<file path="config.mk">
export PLATFORM = sky130hd
export DESIGN_NAME = dtw_accumulator
export DESIGN_NICKNAME = d
export VERILOG_FILES = /design/src/rtl/dtw_accumulator.sv
export SDC_FILE = /design/constraint.sdc
export NUM_CORES = 1
export LEC_CHECK = 0
export ABC_AREA = 1
export BUFFER_PORTS_ARGS = -buffer_cell sky130_fd_sc_hd__clkbuf_2
export CELL_PAD_IN_SITES_DETAIL_PLACEMENT = 0
export CELL_PAD_IN_SITES_GLOBAL_PLACEMENT = 2
export CORE_ASPECT_RATIO = 0.6
export CORE_MARGIN = 5
export CORE_UTILIZATION = 47
export DETAILED_ROUTE_END_ITERATION = 7
export PLACE_DENSITY_LB_ADDON = 0.3
export SLEW_MARGIN = 20
export SYNTH_ARGS = -nofsm -noshare
export SYNTH_HDL_FRONTEND = slang
export SYNTH_SLANG_ARGS = --single-unit
</file>
<file path="constraint.sdc">
create_clock -name clk -period 31.4 [get_ports clk]
set_input_delay 4.71 -clock clk [delete_from_list [all_inputs] [get_ports clk]]
set_output_delay 4.71 -clock clk [all_outputs]
set_load 0.02 [all_outputs]
</file>
<file path="src/rtl/dtw_accumulator.sv">
// Dynamic-time-warping cost accumulator: consumes local distances row-major and
// produces the saturating accumulated cost D(n_rows-1, n_cols-1) using a single row buffer.
module dtw_accumulator #(
    parameter int DIST_W   = 12,
    parameter int ACC_W    = 20,
    parameter int MAX_COLS = 64
) (
    input  logic              clk,
    input  logic              rst,
    input  logic              start,
    input  logic [6:0]        n_cols,
    input  logic [15:0]       n_rows,
    input  logic              dist_valid,
    input  logic [DIST_W-1:0] dist_in,
    output logic              dist_ready,
    output logic              busy,
    output logic              done,
    output logic [ACC_W-1:0]  result,
    output logic              sat,
    output logic [1:0]        dbg_state
);
    localparam int AW = (MAX_COLS > 1) ? $clog2(MAX_COLS) : 1;

    typedef enum logic [1:0] {
        S_IDLE = 2'd0,
        S_RUN  = 2'd1,
        S_DONE = 2'd2
    } state_t;

    // Handshake: an element transfers on a rising edge where dist_valid && dist_ready;
    // dist_ready depends only on the registered state, so a stalled source never loses data.
    state_t           state_q;
    logic [6:0]       col_q, ncols_q;
    logic [15:0]      row_q, nrows_q;
    logic [ACC_W-1:0] left_q, diag_q, result_q;
    logic             sat_q;
    logic [ACC_W-1:0] row_buf [MAX_COLS];

    logic             accept;
    logic             legal_start;
    logic             last_col, last_row;
    logic [ACC_W-1:0] up_val, min_ul, min3, base_val, cell_d;
    logic [ACC_W:0]   sum_wide;

    assign accept      = (state_q == S_RUN) && dist_valid;
    assign legal_start = (n_cols != 7'd0) && ({25'd0, n_cols} <= 32'(MAX_COLS)) && (n_rows != 16'd0);
    assign last_col    = (col_q == ncols_q - 7'd1);
    assign last_row    = (row_q == nrows_q - 16'd1);
    assign up_val      = row_buf[col_q[AW-1:0]];

    always_comb begin
        min_ul   = (up_val < left_q) ? up_val : left_q;
        min3     = (min_ul < diag_q) ? min_ul : diag_q;
        base_val = min3;
        if (row_q == 16'd0 && col_q == 7'd0) begin
            base_val = '0;
        end else if (row_q == 16'd0) begin
            base_val = left_q;
        end else if (col_q == 7'd0) begin
            base_val = up_val;
        end
        sum_wide = {1'b0, base_val} + {{(ACC_W + 1 - DIST_W){1'b0}}, dist_in};
        // The carry-out of the widened add is the saturation indicator.
        cell_d   = sum_wide[ACC_W] ? {ACC_W{1'b1}} : sum_wide[ACC_W-1:0];
    end

    always_ff @(posedge clk) begin
        if (rst) begin
            state_q  <= S_IDLE;
            col_q    <= '0;
            row_q    <= '0;
            ncols_q  <= '0;
            nrows_q  <= '0;
            left_q   <= '0;
            diag_q   <= '0;
            result_q <= '0;
            sat_q    <= 1'b0;
        end else begin
            case (state_q)
                S_IDLE: begin
                    if (start && legal_start) begin
                        state_q  <= S_RUN;
                        ncols_q  <= n_cols;
                        nrows_q  <= n_rows;
                        col_q    <= '0;
                        row_q    <= '0;
                        left_q   <= '0;
                        diag_q   <= '0;
                        result_q <= '0;
                        sat_q    <= 1'b0;
                    end
                end
                S_RUN: begin
                    if (accept) begin
                        left_q <= cell_d;
                        diag_q <= up_val;
                        if (sum_wide[ACC_W]) begin
                            sat_q <= 1'b1;
                        end
                        if (last_col) begin
                            col_q <= '0;
                            if (last_row) begin
                                state_q  <= S_DONE;
                                result_q <= cell_d;
                            end else begin
                                row_q <= row_q + 16'd1;
                            end
                        end else begin
                            col_q <= col_q + 7'd1;
                        end
                    end
                end
                S_DONE:  state_q <= S_IDLE;
                default: state_q <= S_IDLE;
            endcase
        end
    end

    // Entry j holds D(i-1,j) until column j of row i replaces it; row 0 never reads it.
    always_ff @(posedge clk) begin
        if (accept && !rst) begin
            row_buf[col_q[AW-1:0]] <= cell_d;
        end
    end

    assign dist_ready = (state_q == S_RUN);
    assign busy       = (state_q != S_IDLE);
    assign done       = (state_q == S_DONE);
    assign result     = result_q;
    assign sat        = sat_q;
    assign dbg_state  = state_q;

endmodule

</file>
# Word level (Yosys, flattened, before mapping)
# Memory sizes are Yosys's and may differ from the RTL's. A register that Yosys moved wholly into a read port is not among the register bits.
# Cells that the tools add are included.
dict set report totals {
  register_bits 109
  mem_bits_rw 1280
  inputBits 39
  out_inout_bits 26
  elab_cells 85
  memories 1
}
# name words word_bits read_ports rd_ports_with_merged_regs write_ports line
set memory_table {}
lappend memory_table {row_buf 64 20 1 1 1 37} ;# logic [ACC_W-1:0] row_buf [MAX_COLS];
dict set report op_classes {
  add_sub_neg 5
  order_cmp 3
  n_eq_ne 10
  muxes 37
  n_reduce_logical 20
}
# cell n
set op_table {}
lappend op_table {{two-way mux 20 bit} 12}
lappend op_table {{case mux 20 bit (2 select lines)} 3}
lappend op_table {{two-way mux 16 bit} 4}
lappend op_table {{less-than comparator 20 bit} 2}
lappend op_table {{case mux 16 bit (2 select lines)} 1}
lappend op_table {{adder 20 x 12 -> 21 bit} 1}
lappend op_table {{two-way mux 7 bit} 3}
lappend op_table {{adder 16 x 1 -> 16 bit, second input constant} 1}
lappend op_table {{equality test 16 bit} 1}
lappend op_table {{zero test 16 bit} 1}
lappend op_table {{nonzero test 16 bit} 1}
lappend op_table {{subtractor 16 x 1 -> 16 bit, second input constant} 1}
lappend op_table {{case mux 7 bit (2 select lines)} 1}
lappend op_table {{two-way mux 6 bit} 2}
lappend op_table {{AND reduction 5 bit} 2}
lappend op_table {{two-way mux 2 bit} 4}
lappend op_table {{inequality test 2 x 1 -> 1 bit, second input constant} 4}
lappend op_table {{AND reduction 4 bit} 2}
lappend op_table {{adder 7 x 1 -> 7 bit, second input constant} 1}
lappend op_table {{equality test 7 bit} 1}
lappend op_table {{<= comparator 7 bit, second input constant} 1}
lappend op_table {{zero test 7 bit} 1}
lappend op_table {{nonzero test 7 bit} 1}
lappend op_table {{subtractor 7 x 1 -> 7 bit, second input constant} 1}
lappend op_table {{12 further kinds} 23}

# Longest topological paths before layout
dict set report depth {
  word_depth 13
  mapped_depth 69
}

# Worst setup path after synthesis
# OpenSTA, ideal clock, no wires.
dict set report synth_path {
  kind {register to register}
  from {register (tool-made name)}
  to {memory row_buf[0][7], data pin}
  t_arrival_ns 9.558
  required_ns 30.870
  path_slack_ns 21.312
  path_stages_with_launch 64
  n_path_buf 11
  period_less_slack_ns 10.088
  cell_sequence {dfxtp_1 inv_2 buf_4 buf_2 buf_2 buf_4 buf_2 buf_2 clkbuf_1 nor2_1 o22ai_1 nor2_1 o311ai_0 o211ai_1 nand2_1 ha_1 a21oi_1 o21ai_0 (+28 left out) a21oi_1 o21ai_0 nand2_1 inv_1 or2_2 a21oi_1 nor2_1 nor2_1 inv_1 a21oi_1 or2_2 nand2_1 a21oi_1 nor2_2 nand2_1 nor2_1 nand2_2 o21ai_1}
}
# item line
set synth_rtl {}
lappend synth_rtl {{to (decl)} 37}

==> tab_implementation.tex <==
\begin{tabular}{lr}
\hline
Metric & Value \\
\hline
\multicolumn{2}{l}{\textbf{Run}} \\
Number of maximum-capacitance violations & 0 \\
\multicolumn{2}{l}{\textbf{Floorplan}} \\
Total die area & 130000 um\^{}2 \\
Horizontal die dimension & roughly 460 um \\
Floorplan die height & 281 um \\
Area inside the core boundary & between 100000 and 150000 um\^{}2 \\
Initial core utilization & approximately 47\% \\
Num rows & 99 \\
Count of pins on the block boundary & 65 \\
\multicolumn{2}{l}{\textbf{Route}} \\
Via total after detailed routing & slightly below 40000 \\
Wire length on met3 & approximately 15 mm \\
Post-route antenna net violation count & 0 \\
Violation count after the first detailed-routing iteration & about 4400 \\
Detailed-route wire length on metal 1 & around 82 mm \\
DR DRC count & 0 \\
Total length of routed met2 wires & 72.2 mm \\
Routed length per placed instance & 26.4 um \\
Pre-Repair DR Iteration Count & 6 \\
Detailed-route wire length & around 170 mm \\
Ratio of routed vias to standard cells & 6.01 \\
Uppermost signal routing layer after detailed routing & met5 \\
\multicolumn{2}{l}{\textbf{Global route}} \\
Via count of the first global-routing pass & 36600 \\
GRT Util Overall & between 20\% and 30\% \\
Residual overflow from global routing & 0 \\
Largest net degree at the start of global routing & 190 \\
Global-route wire length before repair & around 250 mm \\
Number of antenna violations at the first check in global routing & 6 \\
\multicolumn{2}{l}{\textbf{Power}} \\
Final total power & about 4.4 mW \\
Maximum VDD drop & $\sim$57 uV \\
Sequential power share & around 50\% \\
NetSw & about 1.2 mW \\
Power share of the clock group & roughly 36\% \\
Fraction of power consumed by combinational cells & between 10\% and 20\% \\
Net Sw Frac & 27.2\% \\
Leakage dissipation & approximately 21 nW \\
Pwr dens & 68.8 nW/um\^{}2 \\
Internal Pwr Total & about 3.2 mW \\
\multicolumn{2}{l}{\textbf{Logic synthesis}} \\
Proportion of register bits with asynchronous set or reset after synthesis & 0\% \\
Top FF cell, synth & sky130\_fd\_sc\_hd\_\_edfxtp\_1 \\
Cells after synthesis & approximately 4800 \\
Sequential share of the synthesized area & a little over two thirds \\
Post-synthesis cell type count & 49 \\
Post-synthesis instance area & between 50000 and 60000 um\^{}2 \\
Mean post-synth cell area & about 12 um\^{}2 \\
Warning count from the yosys run & 0 \\
Number of synthesized flops with an enable pin & 1280 \\
Total of flip-flops plus latches after synthesis & between 1000 and 1500 \\
Post-synthesis net count & between 4000 and 5000 \\
\multicolumn{2}{l}{\textbf{Clock tree}} \\
Post-CTS resize count & 0 \\
TritonCTS Buffers & 132 \\
Number of sinks driven by the clock tree & $\sim$1400 \\
Clock latency of the later-clocked register in the worst-skew pair & $\sim$0.76 ns \\
H-Tree Level Count & 4 \\
Worst-path clk slew & roughly 0.06 ns \\
Maximum buffer depth of the clock tree & 3 \\
Root cell of the clock tree & sky130\_fd\_sc\_hd\_\_clkbuf\_16 \\
Post-CTS setup buffer count & 0 \\
Number of hold-repair buffers added at the cts stage & 0 \\
TritonCTS clock tree & yes \\
\multicolumn{2}{l}{\textbf{Placed design}} \\
GP Congestion & 0.827 \\
Placement Setup Slack & $\sim$17 ns \\
DP Area & 59700 um\^{}2 \\
Half-perimeter wire length after placement & between 90 and 100 mm \\
Number of buffer cells added on primary ports & 64 \\
\multicolumn{2}{l}{\textbf{Setup path}} \\
Endpoint kind of the worst setup timing path & register \\
Delay of the slowest critical-path stage & 0.83 ns \\
Element type at the critical path start & register \\
Max Fanout on Critical Path & between 150 and 200 \\
Worst path required time & 31.60 ns \\
Arr. time, crit path & around 15 ns \\
Dominant cell type by count on the critical path & sky130\_fd\_sc\_hd\_\_nand2\_1 \\
CP Class & register to register \\
Slack of the worst reg-to-reg path & 16.73 ns \\
CP max stage cell & sky130\_fd\_sc\_hd\_\_a2111oi\_2 \\
\multicolumn{2}{l}{\textbf{Timing}} \\
Worst clock skew on the final layout & 0.0338 ns \\
Final number of setup-violating endpoints & 0 \\
Setup total negative slack & 0 ns \\
Count of endpoints failing hold in the final timing report & 0 \\
Final critical path time including I/O delays and setup & between 10 and 15 ns \\
Setup repair after global routing missed its margin & no \\
Actual slew at the worst max-slew pin & $\sim$1.2 ns \\
Post-layout worst setup margin & 16.73 ns \\
Post-route fraction of the period consumed by the critical path & 46.7\% \\
Rel. slew slack & a little over a fifth \\
Max Clk Rate & 68.2 MHz \\
Hold Worst Slack & about 0.46 ns \\
Max-slew violations & 0 \\
\multicolumn{2}{l}{\textbf{Run status}} \\
Outcome & finished clean \\
\multicolumn{2}{l}{\textbf{Hold path}} \\
Worst min-delay path category & register to register \\
\multicolumn{2}{l}{\textbf{Layout}} \\
Non-Filler Cell Area, Final & between 60000 and 70000 um\^{}2 \\
Final \#Nets & $\sim$5000 \\
Share of post-route cells with drive strength above 1 & under 10\% \\
Layout area overhead & 11.0\% \\
\hline
\end{tabular}
## flip-flops by register name (all words and copies together), names as in the netlist, named ones only
name,cells
row_buf,1280
diag_q,20
left_q,20
result,20
nrows_q,16
row_q,16
col_q,7
ncols_q,7
dbg_state,2
sat,1
## Yosys cell counts (8+ instances only)
master,n,area [um^2]
sky130_fd_sc_hd__edfxtp_1,1280,38400
sky130_fd_sc_hd__nor2_1,931,3490
sky130_fd_sc_hd__o21ai_0,815,4080
sky130_fd_sc_hd__o22ai_1,321,2010
sky130_fd_sc_hd__nand2_1,302,1130
sky130_fd_sc_hd__clkbuf_1,231,867
sky130_fd_sc_hd__inv_1,152,571
sky130_fd_sc_hd__a21oi_1,127,636
sky130_fd_sc_hd__nand3_1,126,631
sky130_fd_sc_hd__dfxtp_1,115,2300
sky130_fd_sc_hd__buf_2,65,325
sky130_fd_sc_hd__ha_1,56,701
sky130_fd_sc_hd__o221ai_1,39,342
sky130_fd_sc_hd__o32ai_1,30,263
sky130_fd_sc_hd__o211ai_1,28,210
sky130_fd_sc_hd__nand4_1,27,169
sky130_fd_sc_hd__xor2_1,25,219
sky130_fd_sc_hd__o21ai_1,21,105
sky130_fd_sc_hd__xnor2_1,15,131
sky130_fd_sc_hd__buf_4,13,97.6
sky130_fd_sc_hd__nor3_1,12,60.1
sky130_fd_sc_hd__a221oi_1,11,96.3
sky130_fd_sc_hd__nor4_1,11,68.8
sky130_fd_sc_hd__o21bai_1,9,67.6
sky130_fd_sc_hd__buf_1,8,30.0
sky130_fd_sc_hd__nand2_2,8,50.1
## critical path: cells and delay by family, from the launching register on
| family | cells | cell delay (ns) |
|---|---|---|
| compound gates | 20 | 4.33 |
| simple gates | 23 | 3.84 |
| buf+inv | 9 | 3.76 |
| fa+ha+maj | 4 | 1.23 |
| flops | 1 | 0.46 |
## kinds of logic (layout without fill, tap and decap cells)
| logic type | after synthesis | after routing | synth area share (%) |
|---|---|---|---|
| compound gates | 1424 | 1424 | 13.9 |
| xor+xnor | 40 | 40 | 0.609 |
| fa+ha+maj | 57 | 57 | 1.25 |
| buf+inv | 484 | 547 | 3.45 |
| flops | 1395 | 1395 | 70.8 |
| other cells | 0 | 1 | 0 |
| simple gates | 1436 | 1436 | 10.0 |
## metal layers
layer | GRT usage [%] | vias up
met1 | 41.8 | 19600
met2 | 37.3 | 1610
met5 | 0 | -
li1 | - | 17700
met4 | 6.54 | 2
met3 | 4.70 | 230
## layout by cell type, fill, tap and decap left out, types with 4 or more instances in the layout
cell type and n:
sky130_fd_sc_hd__or2_2 4, sky130_fd_sc_hd__buf_4 82, sky130_fd_sc_hd__a211oi_1 5, sky130_fd_sc_hd__o21ai_4 7, sky130_fd_sc_hd__clkbuf_16 138, sky130_fd_sc_hd__o311ai_0 6
sky130_fd_sc_hd__nand2_2 8, sky130_fd_sc_hd__nor2_4 39, sky130_fd_sc_hd__o221ai_1 38, sky130_fd_sc_hd__dfxtp_1 110, sky130_fd_sc_hd__clkbuf_2 64, sky130_fd_sc_hd__clkinv_2 19
sky130_fd_sc_hd__inv_1 148, sky130_fd_sc_hd__bufinv_16 8, sky130_fd_sc_hd__o21bai_1 9, sky130_fd_sc_hd__buf_12 4, sky130_fd_sc_hd__o21ai_0 815, sky130_fd_sc_hd__nand4_1 27
sky130_fd_sc_hd__nand3_1 126, sky130_fd_sc_hd__clkbuf_1 33, sky130_fd_sc_hd__xor2_1 25, sky130_fd_sc_hd__o32ai_1 30, sky130_fd_sc_hd__o22ai_1 321, sky130_fd_sc_hd__edfxtp_1 1280
sky130_fd_sc_hd__clkinv_1 30, sky130_fd_sc_hd__dfxtp_4 4, sky130_fd_sc_hd__nand2_1 302, sky130_fd_sc_hd__nor2_1 866, sky130_fd_sc_hd__nor4_1 10, sky130_fd_sc_hd__inv_2 5
sky130_fd_sc_hd__a21oi_1 126, sky130_fd_sc_hd__nor2_2 28, sky130_fd_sc_hd__nand3_4 4, sky130_fd_sc_hd__xnor2_1 15, sky130_fd_sc_hd__o211ai_1 28, sky130_fd_sc_hd__a221oi_1 11
sky130_fd_sc_hd__o21ai_1 14, sky130_fd_sc_hd__nor3_1 12, sky130_fd_sc_hd__clkinvlp_4 4, sky130_fd_sc_hd__ha_1 56
## area by class of cell
type                            count  area [um^2]
Tap cell                         1616         2020
Timing Repair Buffer              150         1020
Clock inverter                     62          518
Multi-Input combinational cell   2957        15300
Antenna cell                        1         2.50
Clock buffer                      173         3600
Inverter                          162          632
Fill cell                       10500        57700
Sequential cell                  1395        40800
## metrics by stage
step / cells / util (%)
detailed placement: 6280 / 49.2
global placement: 6280 / 49.2
global route: 6515 / 52.6
CTS: 6515 / 52.5
finish: 6516 / 52.6
floorplan: 4836 / -
## path summary, 6_finish.rpt
| check | startpoint | to | cells after the start |
|---|---|---|---|
| max | register | row_buf[44][15] | 56 |
| min reg2reg | result[6] | result[6] | 2 |
| max reg2reg | register | row_buf[44][15] | 56 |
| min | result[6] | result[6] | 2 |
## power by group through the flow
| stage | Combinational (mW) | Sequential, mW | Clock [mW] |
|---|---|---|---|
| global placement | 0.624 | 2.24 | 0 |
| CTS | 0.629 | 2.20 | 1.58 |
| detailed placement | 0.628 | 2.24 | 0 |
| finish | 0.633 | 2.20 | 1.57 |
| floorplan | 0.379 | 2.24 | 0 |
| global route | 0.693 | 2.20 | 1.67 |
Note: power is estimated with default switching activity, not from simulation.
